[src/rtl/odometer_accum.sv]
// odometer_accum: accumulates encoder INCR/DECR samples into whole units and
// a sub-unit tick fraction, with error counting and a latched FAULT state.
module odometer_accum #(
    parameter int TICKS_PER_UNIT = 16,
    parameter int UNIT_W         = 16,
    parameter int ERR_LIMIT      = 3
) (
    input  logic              clk,
    input  logic              rst,
    input  logic              valid,
    input  logic [2:0]        code,
    input  logic              clear,
    output logic [UNIT_W-1:0] unit_count,
    output logic [7:0]        tick_frac,
    output logic              unit_pulse,
    output logic [7:0]        err_count,
    output logic              fault
);
    typedef enum logic {RUN, FLT} state_t;

    localparam logic [7:0]        TOP  = 8'(TICKS_PER_UNIT - 1);
    localparam logic [UNIT_W-1:0] UMAX = '1;
    localparam logic [UNIT_W-1:0] U1   = 1;
    localparam logic [3:0]        LIM  = 4'(ERR_LIMIT);

    state_t     state;
    logic [3:0] consec;
    logic [3:0] consec_nx;
    logic       inc, dec, err;

    // Anything that is not a clean one-hot move or all-zero is an error.
    assign inc       = code == 3'b100;
    assign dec       = code == 3'b010;
    assign err       = !(inc || dec || code == 3'b000);
    assign consec_nx = consec == 4'hf ? consec : consec + 4'd1;
    assign fault     = state == FLT;

    always_ff @(posedge clk or posedge rst) begin
        if (rst) begin
            state      <= RUN;
            consec     <= 4'd0;
            unit_count <= '0;
            tick_frac  <= 8'd0;
            unit_pulse <= 1'b0;
            err_count  <= 8'd0;
        end else if (clear) begin
            state      <= RUN;
            consec     <= 4'd0;
            unit_count <= '0;
            tick_frac  <= 8'd0;
            unit_pulse <= 1'b0;
            err_count  <= 8'd0;
        end else begin
            unit_pulse <= 1'b0;
            if (valid && err) begin
                consec    <= consec_nx;
                err_count <= err_count == 8'hff ? err_count : err_count + 8'd1;
                if (consec_nx >= LIM)
                    state <= FLT;
            end else if (valid) begin
                consec <= 4'd0;
                // Moves are frozen in FAULT; saturate at both ends of the range.
                if (state == RUN && inc) begin
                    if (tick_frac != TOP)
                        tick_frac <= tick_frac + 8'd1;
                    else if (unit_count != UMAX) begin
                        tick_frac  <= 8'd0;
                        unit_count <= unit_count + U1;
                        unit_pulse <= 1'b1;
                    end
                end
                if (state == RUN && dec) begin
                    if (tick_frac != 8'd0)
                        tick_frac <= tick_frac - 8'd1;
                    else if (unit_count != '0) begin
                        tick_frac  <= TOP;
                        unit_count <= unit_count - U1;
                    end
                end
            end
        end
    end
endmodule

[config.mk]
export PLATFORM = sky130hd
export DESIGN_NAME = odometer_accum
export DESIGN_NICKNAME = d
export VERILOG_FILES = /design/src/rtl/odometer_accum.sv
export SDC_FILE = /design/constraint.sdc
export NUM_CORES = 1
export LEC_CHECK = 0
export CORE_MARGIN = 4
export CORE_UTILIZATION = 55
export DETAILED_ROUTE_END_ITERATION = 6
export PLACE_DENSITY_LB_ADDON = 0.08
export SYNTH_ARGS = -nofsm -noshare
export SYNTH_HDL_FRONTEND = slang
export SYNTH_SLANG_ARGS = --single-unit
[constraint.sdc]
create_clock -name clk -period 4 [get_ports clk]
set_input_delay 1.2 -clock clk [delete_from_list [all_inputs] [get_ports clk]]
set_output_delay 1.2 -clock clk [all_outputs]
set_load 0.03 [all_outputs]
==> flow_summary.toml <==
[clock_network]
cts_root_buffer = "clkbuf_8"
htree_levels = 2
clock-sinks = 38
cts-buffers-inserted = 5
insertion_delay_ps = 300
cts_setup_buffers = 0
cts_tree = "done"
clock_path_buffers = 2
post_cts_resized = 0
path_clk_slew_ps = 90
cts_hold_buf = 0

[detailed_routing]
drc = 0
first_pass_iters = 5
vias_per_cell = 6.586
drt-total-wl_um = 8356
drt_iter0_markers = 323
ant_nets = 0
vias = 3023
wl_per_cell_um = 18.20

[timing]
finalHoldViolCount = 0
slew_headroom_pct = 52.49
rsz0062_at_grt = "no"
finalCriticalPeriod_ps = 3245
layout_setup_ws_ps = 755.2
fmax_mhz = 308.2
slew_violations = 0
period_share_pct = 81.12
setup_tns_ps = 0
finalSetupViolCount = 0
worst_pin_slew_ps = 711.4
skew_ps = 6.632

[run]
drv_cap = 0

[logic_synthesis]
synth_top_area_share_pct = 30.49
netlist_area_mm2 = 0.003119
synth_edf_count = 0
synth_ff_type = "dfrtp_1"
syn_nets = 367
synth.distinct_cells = 66
yosys_warnings = 0
synth_common_cells = "dfrtp_1 (38), nor2_1 (29), nand3_1 (21), nand2_1 (18), a21oi_1 (17)"
synth_most_common_cell = "dfrtp_1"
synth_area_per_cell_um2 = 8.861
synth_top_area_cell = "dfrtp_1"
ys_top_cells_by_area = "dfrtp_1 (30%), mux2_1 (3.6%), nor2_1 (3.5%)"
ys_seq_area_share_pct = 30.49
ys_ff_latch = 38
synthArstFlopShare_pct = 100.0
netlist_instances = 352

[global_route]
grt.total_usage_pct = 24.26
grt_overflow = 0
grt_max_degree = 44
antenna_found_initial = 0
grt_pass1_wl_um = 14060
busiest_layer = "met2"
grt_pass1_vias = 2856
met3_usage_pct = 4.365
grt_use_met2_pct = 38.12
grtUsageMet1_pct = 33.11

[worst_setup_path]
end_kind = "flip-flop"
slowest_delay_ps = 530
cp_max_fo = 12
worstPathArrival_ps = 3440
r2r-start = "tick_frac[4]"
critPathCapture = "unit_count[13]"
r2r_setup_slack_ps = 1510
critical_path.slowest_cell = "clkdlybuf4s50_1"
cp-startpoint = "code[0]"
worstRegToRegCells = 5
setup.worst_path.start_class = "input port"
crit_required_ps = 4200
crit_chain = "clkdlybuf4s50_1, a21oi_2, nand2_1, nor4_1, mux2_1, a31o_1"
critical_path_class = "in2reg"
r2r_end = "unit_count[8]"

[floorplanning]
die_height_um = 83.31
io_pins = 41
die_w_um = 83.31
die_area_mm2 = 0.006941
start_util_pct = 56.65
core_mm2 = 0.005507
rows = 27

[pwr]
powerDensity_mw_per_mm2 = 208.2
seqPwrFrac_pct = 51.5
p_leak_nw = 1.485
clock_power_share_pct = 36.9
switching_share_pct = 28.95
p_int_uw = 540.9
power.total_uw = 761.4
combPwrFrac_pct = 11.6
net-switching-power_uw = 220.4
max-vdd-ir-drop_mv = 0.1637

[placed_design]
io_buffers = 40
preCtsSetupSlack_ps = 486.1
hpwl_um = 5879
gp_congestion = 0.9306

[final_layout]
area.growth.synth_to_final_pct = 17.21
fill_cells = 471
drive_gt1_share_pct = 11.11
insertedDiodeCount = 0
fin_util_pct = 66.39
layout.nets = 401

[worst_hold_path]
hold_class = "reg2reg"

[outcome]
outcome = "finished, final reports clean"
power by group through the flow:
stage / logic (mW) / clock network, mW / registers (mW)
after floorplan: 0.0508 / 0 / 0.404
after global placement: 0.0869 / 0 / 0.400
after detailed placement: 0.0877 / 0 / 0.400
after CTS: 0.0879 / 0.282 / 0.392
after global routing: 0.0967 / 0.302 / 0.393
final: 0.0881 / 0.281 / 0.392
cell families (layout without fill, tap and decap cells):
group,Yosys count,in the layout,synth area share [%]
AOI/OAI and AO/OA,87,87,20.58
xor gates and xnor gates,8,8,2.246
adders and majority gates,8,8,3.209
buffers and inverters,34,69,4.773
DFF,38,38,30.49
muxes,15,15,5.375
and+or+nand+nor,162,162,33.33
cells in the final DEF (no fill, tap or decap), drive strengths merged, types with 8 or more instances in the layout:
cell,synthesis,layout
or3,9,9
nand3,22,22
a21oi,19,19
mux2,11,11
dfrtp,38,38
nor2,29,29
o21ai,15,15
inv,14,14
nand4,17,17
nor4,17,17
and2,8,8
clkdlybuf4s50,0,40
ha,8,8
nor3,11,11
nand2,19,19
cell type report:
type	instances	area, µm²	share of cell area [%]
Multi-Input combinational cell	280	2019	55.24
Sequential cell	38	950.9	26.01
Timing Repair Buffer	47	452.9	12.39
Tap cell	72	90.09	2.464
Clock buffer	5	68.82	1.882
Inverter	14	52.55	1.437
Clock inverter	3	21.27	0.5818
metal layers:
layer  part of all wire, %  routed length, µm  vias up
li1                      -                  -     1417
met1                    45               3784     1442
met2                    46               3876      138
met3                   6.1                510       26
met4                   2.2                184        0
met5                     0                  0        -
worst min path at each step:
stage                             from           end  slack, ps  cells after the start
final                     err_count[5]  err_count[5]        580                      2
after global routing      err_count[5]  err_count[5]        630                      2
after CTS                 err_count[5]  err_count[5]        580                      2
after detailed placement  err_count[5]  err_count[5]        570                      2
after global placement    err_count[5]  err_count[5]        560                      2
after floorplan              consec[1]     consec[1]        550                      2
registers in the layout, indices dropped and copies added (netlist names):
register,cells
unit_count,16
err_count,8
tick_frac,8
consec,4
fault,1
unit_pulse,1
critical path, delay by kind of cell:
family | cells | cell delay [ps]
AND/OR/NAND/NOR | 2 | 840
AO/OA/AOI/OAI | 2 | 510
multiplexers | 1 | 360
buffers and inverters | 1 | 530
per-stage QoR:
step | std cells | hold WS [ps] | cell area [µm²]
2_1_floorplan | 352 | 548.8 | 3119
6_report | 459 | 577.8 | 3656
3_3_place_gp | 451 | 555.6 | 3566
5_1_grt | 459 | 629.0 | 3656
4_1_cts | 459 | 580.8 | 3656
3_5_place_dp | 451 | 566.6 | 3566
Power figures use the tool's default switching activity.
